<file path="src/rtl/instr_fetch.sv">
// -----------------------------------------------------------------------------
// instr_fetch
// Fetch stage of the multi-cycle RV32I core. Owns the architectural PC, issues
// one instruction-memory read per instruction, captures the returned word into
// the instruction register and hands it to decode through a valid/ready
// handshake. On acceptance the next PC supplied by program_counter is committed;
// a misaligned next PC parks the stage in a sticky FAULT state until reset.
//
// Ports:
//   clk          clock, all state updates on the rising edge
//   rst          synchronous active-high reset
//   pc_next      next PC from program_counter (sampled only on acceptance)
//   imem_addr    instruction memory byte address (= current PC)
//   imem_rd_en   one-cycle read strobe (combinational, FETCH state only)
//   imem_rdata   instruction memory read data, valid READ_LATENCY cycles later
//   instr        instruction register
//   instr_pc     PC of the word held in instr (to program_counter pc_in)
//   instr_valid  instr/instr_pc hold a fetched instruction
//   instr_ready  consumer accepts instr; pc_next is final this cycle
//   misaligned   sticky fault: pc_next[1:0] != 0 on an acceptance
//   instr_count  number of accepted instructions, wraps modulo 2^32
// -----------------------------------------------------------------------------
module instr_fetch #(
   parameter logic [31:0] RESET_PC     = 32'h0000_1000,
   parameter int unsigned READ_LATENCY = 1
) (
   input  logic        clk,
   input  logic        rst,
   input  logic [31:0] pc_next,
   output logic [31:0] imem_addr,
   output logic        imem_rd_en,
   input  logic [31:0] imem_rdata,
   output logic [31:0] instr,
   output logic [31:0] instr_pc,
   output logic        instr_valid,
   input  logic        instr_ready,
   output logic        misaligned,
   output logic [31:0] instr_count
);

   typedef enum logic [1:0] {
      ST_FETCH = 2'd0,
      ST_WAIT  = 2'd1,
      ST_HOLD  = 2'd2,
      ST_FAULT = 2'd3
   } state_t;

   // Latency counter start value; 3 bits cover the legal range 1..7.
   localparam logic [2:0] LAT_INIT = 3'(READ_LATENCY);

   state_t      state_q, state_d;
   logic [31:0] pc_q, pc_d;
   logic [2:0]  lat_q, lat_d;
   logic [31:0] instr_q, instr_d;
   logic        valid_q, valid_d;
   logic        mis_q, mis_d;
   logic [31:0] instr_count_q, instr_count_d;
   logic        rd_en_s;

   // Next-state and datapath update for the fetch FSM.
   always_comb begin
      state_d       = state_q;
      pc_d          = pc_q;
      lat_d         = lat_q;
      instr_d       = instr_q;
      valid_d       = valid_q;
      mis_d         = mis_q;
      instr_count_d = instr_count_q;
      rd_en_s       = 1'b0;

      case (state_q)
         ST_FETCH: begin
            // Suppressed while rst is high so no read leaks out of a reset cycle.
            rd_en_s = ~rst;
            lat_d   = LAT_INIT;
            state_d = ST_WAIT;
         end
         ST_WAIT: begin
            lat_d = lat_q - 3'd1;
            // Counter at 1 marks the cycle the memory presents the word.
            if (lat_q == 3'd1) begin
               instr_d = imem_rdata;
               valid_d = 1'b1;
               state_d = ST_HOLD;
            end else begin
               state_d = ST_WAIT;
            end
         end
         ST_HOLD: begin
            if (valid_q && instr_ready) begin
               instr_count_d = instr_count_q + 32'd1;
               valid_d       = 1'b0;
               // A misaligned target is never fetched: keep the old PC for debug.
               if (pc_next[1:0] == 2'b00) begin
                  pc_d    = pc_next;
                  state_d = ST_FETCH;
               end else begin
                  mis_d   = 1'b1;
                  state_d = ST_FAULT;
               end
            end else begin
               state_d = ST_HOLD;
            end
         end
         ST_FAULT: begin
            valid_d = 1'b0;
            state_d = ST_FAULT;
         end
         default: begin
            state_d = ST_FETCH;
            valid_d = 1'b0;
         end
      endcase
   end

   // State register with synchronous reset; reset also discards any read in flight.
   always_ff @(posedge clk) begin
      if (rst) begin
         state_q       <= ST_FETCH;
         pc_q          <= RESET_PC;
         lat_q         <= 3'd0;
         instr_q       <= 32'd0;
         valid_q       <= 1'b0;
         mis_q         <= 1'b0;
         instr_count_q <= 32'd0;
      end else begin
         state_q       <= state_d;
         pc_q          <= pc_d;
         lat_q         <= lat_d;
         instr_q       <= instr_d;
         valid_q       <= valid_d;
         mis_q         <= mis_d;
         instr_count_q <= instr_count_d;
      end
   end

   assign imem_addr   = pc_q;
   assign instr_pc    = pc_q;
   assign imem_rd_en  = rd_en_s;
   assign instr       = instr_q;
   assign instr_valid = valid_q;
   assign misaligned  = mis_q;
   assign instr_count = instr_count_q;

endmodule

</file>
<file path="config.mk">
export PLATFORM = sky130hd
export DESIGN_NAME = instr_fetch
export DESIGN_NICKNAME = d
export VERILOG_FILES = /design/src/rtl/instr_fetch.sv
export SDC_FILE = /design/constraint.sdc
export NUM_CORES = 1
export LEC_CHECK = 0
export BUFFER_PORTS_ARGS = -buffer_cell sky130_fd_sc_hd__buf_4
export CAP_MARGIN = 20
export CORE_UTILIZATION = 47
export CTS_CLUSTER_SIZE = 24
export DETAILED_ROUTE_END_ITERATION = 10
export PLACE_DENSITY = 0.92
export SLEW_MARGIN = 20
export SYNTH_ARGS = -nofsm -noshare
export SYNTH_HDL_FRONTEND = slang
export SYNTH_SLANG_ARGS = --single-unit
</file>
<file path="constraint.sdc">
create_clock -name clk -period 2.8 [get_ports clk]
set_input_delay 0.28 -clock clk [delete_from_list [all_inputs] [get_ports clk]]
set_output_delay 0.28 -clock clk [all_outputs]
set_load 0.02 [all_outputs]
</file>
* After elaboration in Yosys (flattened, before gate mapping)
Cells that the tools add are included.
** Storage, ports and cells
- Bits of input ports :: 67
- Register bits after elaboration :: 103
- Logic and storage cells :: 36
** Operators by class
- Muxes and demuxes :: 9
- Reduce and logical (&&, ||, !) cells :: 10
- Add/subtract/negate cells :: 2
- Bitwise gates (word level) :: 2
- Eq/ne operators :: 6
** Operators by type and width (count)
- $add A32 B1 Y32 const B :: 1
- $reduce_and A3 Y1 :: 3
- $pmux W2 S4 :: 1
- $mux W2 :: 3
- $pmux W3 S2 :: 1
- $eq A2 B2 Y1 const B :: 2
- $logic_not A2 Y1 :: 2
- $ne A2 B2 Y1 const B :: 2
- $reduce_and A2 Y1 :: 2
- $eq A3 B1 Y1 const B :: 1
- $mux W1 :: 3
- $pmux W1 S3 :: 1
- $reduce_bool A3 Y1 :: 1
- $sub A3 B1 Y3 const B :: 1
- $eq A2 B1 Y1 const B :: 1
- $not A1 Y1 :: 2
- $reduce_bool A2 Y1 :: 1
- $logic_and A1 B1 Y1 :: 1

* Logic depth before layout (Yosys ltp)
Gate-level depths: netlist of the first run.
- Depth in word-level cells :: 4
- Gate-level depth with buffers :: 7
- Gate-level depth less buffers :: 5

* Worst setup path after synthesis of the first run
OpenSTA, ideal clock, no wires.
- Path kind :: flip-flop to flip-flop
- Start point :: register instr_count_q[13], in the netlist instr_count[13]
- End point :: register instr_count_q[31], in the netlist instr_count[31]
- Path buffers :: 0
- Arrival time :: 2.006 ns
- Cell stages (with the launch flop) :: 5
- Path slack :: 0.673 ns
- Required time :: 2.679 ns
- Path through :: dfxtp_1 nand4_2 or4_2 nor4_1 mux2_2
** On the way
- Cells in the longest elaborated chain, start to end :: 1
** RTL lines
- start, declared :: RTL line 57 : logic [31:0] instr_count_q, instr_count_d;
- start signal, assigned :: RTL line 133 : instr_count_q <= instr_count_d;
- $add A32 B1 Y32 :: RTL line 91 : instr_count_d = instr_count_q + 32'd1;
No other way between the ends.
A chain may end at the register's enable or synchronous reset.

* Worst setup path after layout of the first run
- Start point :: register instr_count_q[12], in the netlist instr_count[12]
- End point :: register instr_count_q[31], in the netlist instr_count[31]
Same word-level chain as after synthesis.

==> impl_metrics.env, run 1 <==
export IMPL_syn_to_final_growth_pct=35.2
export IMPL_crit_required_ns=3.06
export IMPL_gp_congestion=0.850
export IMPL_ctsHoldBuffers=0
export IMPL_max_freq_ghz=0.454
export IMPL_fillCellCount=733
export IMPL_synth_fa_ha_area_frac=0.00881
export IMPL_final_nets=748
export IMPL_wl_met1_um=4700
export IMPL_setup_tns_ns=0
export IMPL_postCtsSetupRepairBufs=0
export IMPL_power_switching_mw=0.695
export IMPL_synth_nets=594
export IMPL_drt_first_iter_violations=166
export IMPL_setup_viol=0
export IMPL_layout_drive_gt1_share=0.331
export IMPL_dieArea_um2=9450
export IMPL_vias=4136
export IMPL_top_layer="met4"
export IMPL_grt_pass1_vias=3947
export IMPL_timing_rr_start="instr_count[12]"
export IMPL_clock_latency_ns=0.35
export IMPL_finalClockSkew_ns=0.0174
export IMPL_dp_cells=775
export IMPL_drc=0
export IMPL_synth_top_family_by_area="simple AND/OR/NAND/NOR gates"
export IMPL_path_max_fanout=7
export IMPL_hp_start="pc_next[12]"
export IMPL_r2r_end="instr_count[31]"
export IMPL_place_hpwl_um=8330
export IMPL_intPower_mw=2.10
export IMPL_rsz0062_at_grt="no"
export IMPL_ys_ff_latch=103
export IMPL_avgSynthCellArea_um2=8.14
export IMPL_start_util=0.486
export IMPL_synthTopCellsByArea="dfxtp_1, nand2_1, a21oi_1"
export IMPL_cts_inserted_buffers=9
export IMPL_whs_endpoint="imem_addr[12]"
export IMPL_critPathTopFamily="simple AND/OR/NAND/NOR gates"
export IMPL_clk_pin_slew_ns=0.10
export IMPL_worst_slew_pin_slew_ns=0.515
export IMPL_synth_top_area_cell="dfxtp_1"
export IMPL_r2r_setup_slack_ns=0.60
export IMPL_irDropWorstVdd_mv=0.304
export IMPL_grt_pass1_wl_um=18100
export IMPL_wire_per_inst_um=14.4
export IMPL_track_usage=0.233
export IMPL_worstSetupEndpointType="flop"
export IMPL_worst_path_max_delay_cell="or4_2"
export IMPL_synth_compound_area_frac=0.144
export IMPL_clock_sinks=103
export IMPL_yosysMostFrequentCell="nand2_1"
export IMPL_switching_share=0.249
export IMPL_grt_ovfl_total=0
export IMPL_coreArea_um2=8760
export IMPL_htreeDepth=3
export IMPL_post_route_period_util=0.786
export IMPL_crit_chain="nand4_2 -> or4_2 -> nor4_1 -> mux2_2"
export IMPL_drt_vias_per_instance=5.23
export IMPL_crit_path_max_incr_delay_ns=0.74
export IMPL_die_h_um=97.2
export IMPL_wl_um=11400
export IMPL_route_met2_wl_um=5540
export IMPL_p_seq_frac=0.551
export IMPL_place_ws_ns=0.617
export IMPL_maxCapViolCount=0
export IMPL_pwr_share_comb=0.113
export IMPL_synthMuxAreaShare=0.00264
export IMPL_drtPass1Iterations=4
export IMPL_yosys_warnings=0
export IMPL_fp_dieW_um=97.2
export IMPL_synth_edf_count=0
export IMPL_slew_headroom=0.657
export IMPL_hold_viol_final=0
export IMPL_synth_simple_area_share=0.247
export IMPL_cts_max_path_buffers=2
export IMPL_hold_depth=3
export IMPL_wl_met3_um=856
export IMPL_path_class="flop to flop"
export IMPL_power_mw=2.79
export IMPL_synth_xor_area_share=0.0164
export IMPL_cts_repair_resized=0
export IMPL_antenna_found_initial=0
export IMPL_ant_nets=0
export IMPL_rows=34
export IMPL_syn_inst=524
export IMPL_io_pins=198
export IMPL_grt_max_degree=51
export IMPL_fin_cells=791
export IMPL_status="complete, no violations"
export IMPL_hold_path_class="input pin to flop"
export IMPL_powerDensity_nw_per_um2=484
export IMPL_io_buffers=197
export IMPL_yosys_top_cells_count="nand2_1, dfxtp_1, a21oi_1"
export IMPL_layout_setup_ws_ns=0.599
export IMPL_clock_power_share=0.336
export IMPL_ys_async_sr_fraction=0
export IMPL_ys_seq_area_frac=0.484
export IMPL_drv_slew=0
export IMPL_synth_distinct_cells=38
export IMPL_cp_start_kind="flop"
export IMPL_diodes=0
export IMPL_r2r_cells=4
export IMPL_cts_tree="yes"
export IMPL_cp_buffers_inverters=0
export IMPL_synthFlopType="dfxtp_1"
export IMPL_synth_top_area_frac=0.484
export IMPL_cp_arrival_ns=2.46
export IMPL_cts_root_buf="clkbuf_8"
export IMPL_fin_crit_ns=2.20
export IMPL_synth_area_um2=4260
export IMPL_p_leak_nw=2.41
[cells in the final DEF, fill, tap and decap left out, drive strengths merged, types with 9 or more instances in the layout]
master  instances
or4            17
clkbuf         12
o21ai           9
nor2           15
a21oi          87
nand2         141
nand3          10
dfxtp         103
o31ai          15
buf           206
[cell families (layout without fill, tap and decap cells)]
| group | after synthesis | in the layout |
|---|---|---|
| and+or+nand+nor | 224 | 224 |
| AOI/OAI and AO/OA | 114 | 114 |
| DFF | 103 | 103 |
| buffers and inverters | 71 | 230 |
| xor gates and xnor gates | 8 | 8 |
| adders and majority gates | 3 | 3 |
| muxes | 1 | 1 |
[per-stage QoR]
stage	instance area [um^2]	hold WS, ns	util
6_report	5760	0.146	0.658
5_1_grt	5760	0.135	0.658
4_1_cts	5760	0.125	0.658
3_5_place_dp	5560	0.448	0.635
3_3_place_gp	5560	0.442	0.635
2_1_floorplan	4260	0.404	-
[power groups by stage]
stage	registers (mW)	logic (mW)	clock network, mW
3_3_place_gp	1.57	0.308	0
6_report	1.54	0.316	0.938
2_1_floorplan	1.60	0.126	0
3_5_place_dp	1.57	0.315	0
5_1_grt	1.54	0.344	1.03
4_1_cts	1.54	0.316	0.971
[state kept, by name, summed over array words and instances, names as in the netlist]
register / cells
lat_q: 3
instr: 32
instr_valid: 1
state_q: 2
misaligned: 1
instr_count: 32
imem_addr: 32
[worst register-to-register path: cells and delay by family (launching register included)]
family | cells | cell delay (ns)
mux | 1 | 0.37
flops | 1 | 0.46
simple gates | 3 | 1.27
[how the worst max path moves through the flow]
| stage | start | endpoint | cells past startpoint |
|---|---|---|---|
| 6_report | instr_count[12] | instr_count[31] | 4 |
| 5_1_grt | instr_count[13] | instr_count[25] | 4 |
| 4_1_cts | instr_count[12] | instr_count[31] | 4 |
| 3_5_place_dp | instr_count[12] | instr_count[31] | 4 |
| 3_3_place_gp | instr_count[13] | instr_count[31] | 4 |
| 2_1_floorplan | instr_count[13] | instr_count[31] | 4 |
[metal layers]
metal	global-route usage	vias up
met1	0.275	1886
li1	-	2058
met3	0.0583	26
met5	0	-
met2	0.406	166
met4	0.0860	0
[layout make-up]
class	count	area, um^2	area share
multi-input combinational	350	1790	0.311
clock inverter	4	55.1	0.00955
inverter	8	30.0	0.00521
tap	108	135	0.0234
clock buffer	12	145	0.0252
sequential	103	2060	0.358
timing repair buffer	206	1550	0.268
(Power assumes the default switching activity.)
==> run 2: changes to the inputs <==
--- a/config.mk
+++ b/config.mk
@@ -7,10 +7,10 @@
 export LEC_CHECK = 0
 export BUFFER_PORTS_ARGS = -buffer_cell sky130_fd_sc_hd__buf_4
 export CAP_MARGIN = 20
-export CORE_UTILIZATION = 47
+export CORE_UTILIZATION = 42
 export CTS_CLUSTER_SIZE = 24
 export DETAILED_ROUTE_END_ITERATION = 10
-export PLACE_DENSITY = 0.92
+export PLACE_DENSITY = 0.88
 export SLEW_MARGIN = 20
 export SYNTH_ARGS = -nofsm -noshare
 export SYNTH_HDL_FRONTEND = slang
==> constraint.sdc (replaced) <==
create_clock -name clk -period 2 [get_ports clk]
set_input_delay 0.2 -clock clk [delete_from_list [all_inputs] [get_ports clk]]
set_output_delay 0.2 -clock clk [all_outputs]
set_load 0.02 [all_outputs]
==> impl_metrics.env, run 2 (same netlist as run 1, synthesis figures left out) <==
export IMPL_r2r_setup_slack_ns=0.07
export IMPL_met2_usage=0.369
export IMPL_post_route_period_util=0.965
export IMPL_grt_max_degree=47
export IMPL_pwr_share_comb=0.124
export IMPL_final_nets=763
export IMPL_worst_slew_pin_slew_ns=0.497
export IMPL_start_util=0.434
export IMPL_worstSetupEndpointType="flop"
export IMPL_powerDensity_nw_per_um2=634
export IMPL_drt_first_iter_violations=192
export IMPL_whs_ns=0.0496
export IMPL_drt_vias_per_instance=5.07
export IMPL_clock_sinks=103
export IMPL_wire_per_inst_um=13.7
export IMPL_io_pins=198
export IMPL_ctsHoldBuffers=0
export IMPL_cts_max_path_buffers=2
export IMPL_grtUsageMet1=0.238
export IMPL_slew_headroom=0.669
export IMPL_ant_nets=0
export IMPL_drtPass1Iterations=4
export IMPL_layout_setup_ws_ns=0.0702
export IMPL_setup_tns_ns=0
export IMPL_p_seq_frac=0.570
export IMPL_rsz0062_at_grt="no"
export IMPL_fin_crit_ns=1.93
export IMPL_path_class="flop to flop"
export IMPL_final_util=0.602
export IMPL_gp_congestion=0.802
export IMPL_diodes=0
export IMPL_path_max_fanout=16
export IMPL_track_usage=0.211
export IMPL_clk_pin_slew_ns=0.10
export IMPL_maxCapViolCount=0
export IMPL_cp_arrival_ns=2.23
export IMPL_wl_um=11300
export IMPL_max_freq_ghz=0.518
export IMPL_finalClockSkew_ns=0.00986
export IMPL_irDropWorstVdd_mv=0.593
export IMPL_met3_usage=0.0603
export IMPL_grt_pass1_vias=3832
export IMPL_drv_slew=0
export IMPL_io_buffers=197
export IMPL_syn_to_final_growth_pct=38.8
export IMPL_cp_start_kind="flop"
export IMPL_cts_inserted_buffers=9
export IMPL_die_h_um=103
export IMPL_hold_viol_final=0
export IMPL_drc=0
export IMPL_grt_ovfl_total=0
export IMPL_fin_cells=830
export IMPL_layout_drive_gt1_share=0.369
export IMPL_htreeDepth=3
export IMPL_grt_pass1_wl_um=17400
export IMPL_place_ws_ns=0.0485
export IMPL_power_switching_mw=0.950
export IMPL_setup_viol=0
export IMPL_crit_required_ns=2.30
export IMPL_final_common_cell="buf_4"
export IMPL_vias=4207
export IMPL_status="complete, no violations"
export IMPL_cts_tree="yes"
export IMPL_dieArea_um2=10600
export IMPL_switching_share=0.253
export IMPL_grt_busiest_layer="met2"
export IMPL_cts_root_buf="clkbuf_8"
export IMPL_intPower_mw=2.80
export IMPL_place_hpwl_um=8320
export IMPL_clock_power_share=0.306
export IMPL_hold_path_class="input pin to flop"
export IMPL_p_leak_nw=2.48
export IMPL_rows=36
export IMPL_coreArea_um2=9820
export IMPL_clock_latency_ns=0.37
export IMPL_layout_common_cells="buf_4, nand2_1, dfxtp_1, a21oi_1"
export IMPL_dp_cells=815
export IMPL_fp_dieW_um=103
export IMPL_postCtsSetupRepairBufs=0
export IMPL_antenna_found_initial=0
run 2: cell types whose count changed in the layout (fill, tap and decap cells not counted), moves of 2 or more:
cell,before,now
dfxtp_2,0,12
buf_6,0,2
dfxtp_1,103,90
clkinv_4,2,0
buf_4,206,219
run 2: final cells by class:
| type | instances | area [um^2] |
|---|---|---|
| Clock buffer | 12 | 145 |
| Clock inverter | 3 | 20.0 |
| Fill cell | 859 | 3900 |
| Inverter | 8 | 30.0 |
| Multi-Input combinational cell | 350 | 1810 |
| Sequential cell | 103 | 2080 |
| Tap cell | 133 | 166 |
| Timing Repair Buffer | 221 | 1670 |
run 2: final timing paths:
path	start	to	depth (start not counted)
setup / recovery	instr_count[14]	instr_count[27]	5
hold / removal	pc_next[12]	imem_addr[12]	3
setup reg to reg	instr_count[14]	instr_count[27]	5
hold reg to reg	instr[5]	instr[5]	2
run 2: worst max-delay path: stages (launching register included):
cell     delay [ns]
dfxtp_4        0.39
nand4_2        0.14
or4_1          0.54
buf_6          0.17
or4_1          0.47
a21oi_1        0.15
run 2: stage by stage:
step	power, mW	instance area [um^2]
floorplan	2.42	4280
global placement	2.64	5730
detailed placement	2.65	5730
CTS	3.80	5890
global route	3.93	5920
finish	3.75	5920
run 2: layer usage:
| layer | vias to the layer above | routed length, um |
|---|---|---|
| met5 | - | 0 |
| met4 | 0 | 277 |
| met3 | 18 | 727 |
| met2 | 157 | 5690 |
| met1 | 1943 | 4640 |
| li1 | 2089 | - |
run 2: power groups by stage:
stage / logic (mW) / clock network [mW] / registers (mW)
global placement: 0.453 / 0 / 2.18
floorplan: 0.176 / 0 / 2.24
CTS: 0.467 / 1.19 / 2.14
global route: 0.509 / 1.28 / 2.15
detailed placement: 0.467 / 0 / 2.19
finish: 0.465 / 1.15 / 2.14
run 2: what timing repair did:
item | in CTS | in global routing
hold endpoints to repair | 0 | 0
setup endpoints to repair | 0 | 7
resized for setup | 0 | 8
==> run 3: changes to the inputs <==
--- a/config.mk
+++ b/config.mk
@@ -7,10 +7,11 @@
 export LEC_CHECK = 0
 export BUFFER_PORTS_ARGS = -buffer_cell sky130_fd_sc_hd__buf_4
 export CAP_MARGIN = 20
-export CORE_UTILIZATION = 42
+export CORE_MARGIN = 5
+export CORE_UTILIZATION = 47
 export CTS_CLUSTER_SIZE = 24
 export DETAILED_ROUTE_END_ITERATION = 10
-export PLACE_DENSITY = 0.88
+export PLACE_DENSITY = 0.92
 export SLEW_MARGIN = 20
 export SYNTH_ARGS = -nofsm -noshare
 export SYNTH_HDL_FRONTEND = slang
==> constraint.sdc (replaced) <==
create_clock -name clk -period 2.09 [get_ports clk]
set_input_delay 0.209 -clock clk [delete_from_list [all_inputs] [get_ports clk]]
set_output_delay 0.209 -clock clk [all_outputs]
set_load 0.02 [all_outputs]
==> impl_metrics.env, run 3 (same netlist as run 1, synthesis figures left out) <==
export IMPL_status="complete, no violations"
export IMPL_track_usage=0.210
export IMPL_clock_power_share=0.317
export IMPL_htreeDepth=3
export IMPL_antenna_found_initial=0
export IMPL_dp_cells=785
export IMPL_critPathCapture="instr_count[25]"
export IMPL_post_route_period_util=0.913
export IMPL_fin_cells=801
export IMPL_hold_path_class="input pin to flop"
export IMPL_grt_pass1_vias=4038
export IMPL_syn_to_final_growth_pct=37.7
export IMPL_path_max_fanout=16
export IMPL_intPower_mw=2.67
export IMPL_fillCellCount=706
export IMPL_coreArea_um2=8760
export IMPL_cts_root_buf="clkbuf_8"
export IMPL_power_switching_mw=0.979
export IMPL_layout_common_cells="buf_4, nand2_1, dfxtp_1, a21oi_1"
export IMPL_r2r_end="instr_count[25]"
export IMPL_met2_usage=0.375
export IMPL_drt_vias_per_instance=5.23
export IMPL_startpoint="instr_count[3]"
export IMPL_grt_ovfl_total=0
export IMPL_cp_start_kind="flop"
export IMPL_path_class="flop to flop"
export IMPL_grt_max_degree=48
export IMPL_layout_drive_gt1_share=0.356
export IMPL_fin_crit_ns=1.91
export IMPL_p_seq_frac=0.561
export IMPL_hold_viol_final=0
export IMPL_clock_latency_ns=0.36
export IMPL_grt_busiest_layer="met2"
export IMPL_drtPass1Iterations=4
export IMPL_grt_pass1_wl_um=19600
export IMPL_r2r_cells=4
export IMPL_ant_nets=0
export IMPL_cts_tree="yes"
export IMPL_r2r_setup_slack_ns=0.18
export IMPL_postCtsSetupRepairBufs=0
export IMPL_rsz0062_at_grt="no"
export IMPL_final_nets=758
export IMPL_drv_slew=0
export IMPL_io_pins=198
export IMPL_gp_congestion=0.833
export IMPL_switching_share=0.268
export IMPL_die_h_um=105
export IMPL_worst_slew_pin_slew_ns=0.488
export IMPL_finalClockSkew_ns=0.0158
export IMPL_maxCapViolCount=0
export IMPL_fp_dieW_um=105
export IMPL_slew_headroom=0.675
export IMPL_vias=4190
export IMPL_drt_first_iter_violations=147
export IMPL_drc=0
export IMPL_ctsHoldBuffers=0
export IMPL_whs_ns=0.0604
export IMPL_io_buffers=197
export IMPL_wl_um=12200
export IMPL_worstSetupEndpointType="flop"
export IMPL_p_leak_nw=2.47
export IMPL_final_common_cell="buf_4"
export IMPL_irDropWorstVdd_mv=0.521
export IMPL_place_hpwl_um=9310
export IMPL_grtUsageMet1=0.233
export IMPL_timing_rr_start="instr_count[3]"
export IMPL_clock_sinks=103
export IMPL_cts_max_path_buffers=2
export IMPL_clk_pin_slew_ns=0.11
export IMPL_powerDensity_nw_per_um2=622
export IMPL_diodes=0
export IMPL_rows=34
export IMPL_pwr_share_comb=0.123
export IMPL_wire_per_inst_um=15.3
export IMPL_start_util=0.486
export IMPL_crit_required_ns=2.39
export IMPL_dieArea_um2=11100
export IMPL_cp_arrival_ns=2.20
export IMPL_max_freq_ghz=0.524
export IMPL_setup_viol=0
export IMPL_met3_usage=0.0819
export IMPL_cts_inserted_buffers=9
export IMPL_final_util=0.670
==> run 3: cell types whose count changed in the layout (fill, tap and decap cells not counted), sizes merged <==
cell and delta:
clkbuf -3, clkinv +2, inv +2, buf -5
==> run 3: power groups by stage <==
stage          Clock [mW]  Sequential [mW]  Combinational [mW]
6_report             1.16             2.05               0.447
5_1_grt              1.28             2.05               0.487
4_1_cts              1.19             2.05               0.450
3_5_place_dp            0             2.09               0.449
3_3_place_gp            0             2.09               0.437
2_1_floorplan           0             2.15               0.169
==> run 3: critical path, stage by stage, from the launching register on <==
cell and delay (ns):
dfxtp_4 0.39, nand4_1 0.14, or4_4 0.66, or4_1 0.49, a21oi_1 0.17
==> run 3: area by class of cell <==
| type | count | area, um^2 | area share |
|---|---|---|---|
| sequential | 103 | 2080 | 0.354 |
| multi-input combinational | 350 | 1810 | 0.309 |
| timing repair buffer | 216 | 1630 | 0.278 |
| tap | 108 | 135 | 0.0230 |
| clock buffer | 9 | 124 | 0.0211 |
| clock inverter | 7 | 57.6 | 0.00980 |
| inverter | 8 | 30.0 | 0.00512 |
==> run 3: worst min path at each step <==
stage                          endpoint   startpoint  slack [ns]  cells past startpoint
after floorplan           imem_addr[12]  pc_next[12]        0.33                      2
after global placement    imem_addr[12]  pc_next[12]        0.43                      3
after detailed placement  imem_addr[12]  pc_next[12]        0.43                      3
after CTS                 imem_addr[12]  pc_next[12]        0.04                      3
after global routing      imem_addr[12]  pc_next[12]        0.05                      3
final                     imem_addr[12]  pc_next[12]        0.06                      3
==> run 3: timing repair <==
item                                    CTS  global route
hold endpoints to repair                  0             0
gates resized for setup                   1             9
endpoints found under the setup margin    2             4
==> run 3: routing by layer <==
layer  share of wire  vias up
met3            0.10       16
met5               0        -
met4           0.014        0
met2            0.51      167
met1            0.37     1929
li1                -     2078
==> run 3: through the flow <==
stage	power [mW]	setup slack [ns]	setup TNS, ns	instance area [um^2]
after CTS	3.69	0.0209	0	5840
after detailed placement	2.54	-0.0214	-0.0214	5660
after global routing	3.82	0.0559	0	5870
final	3.65	0.181	0	5870
after global placement	2.53	0.103	0	5660
after floorplan	2.32	0.00508	0	4270
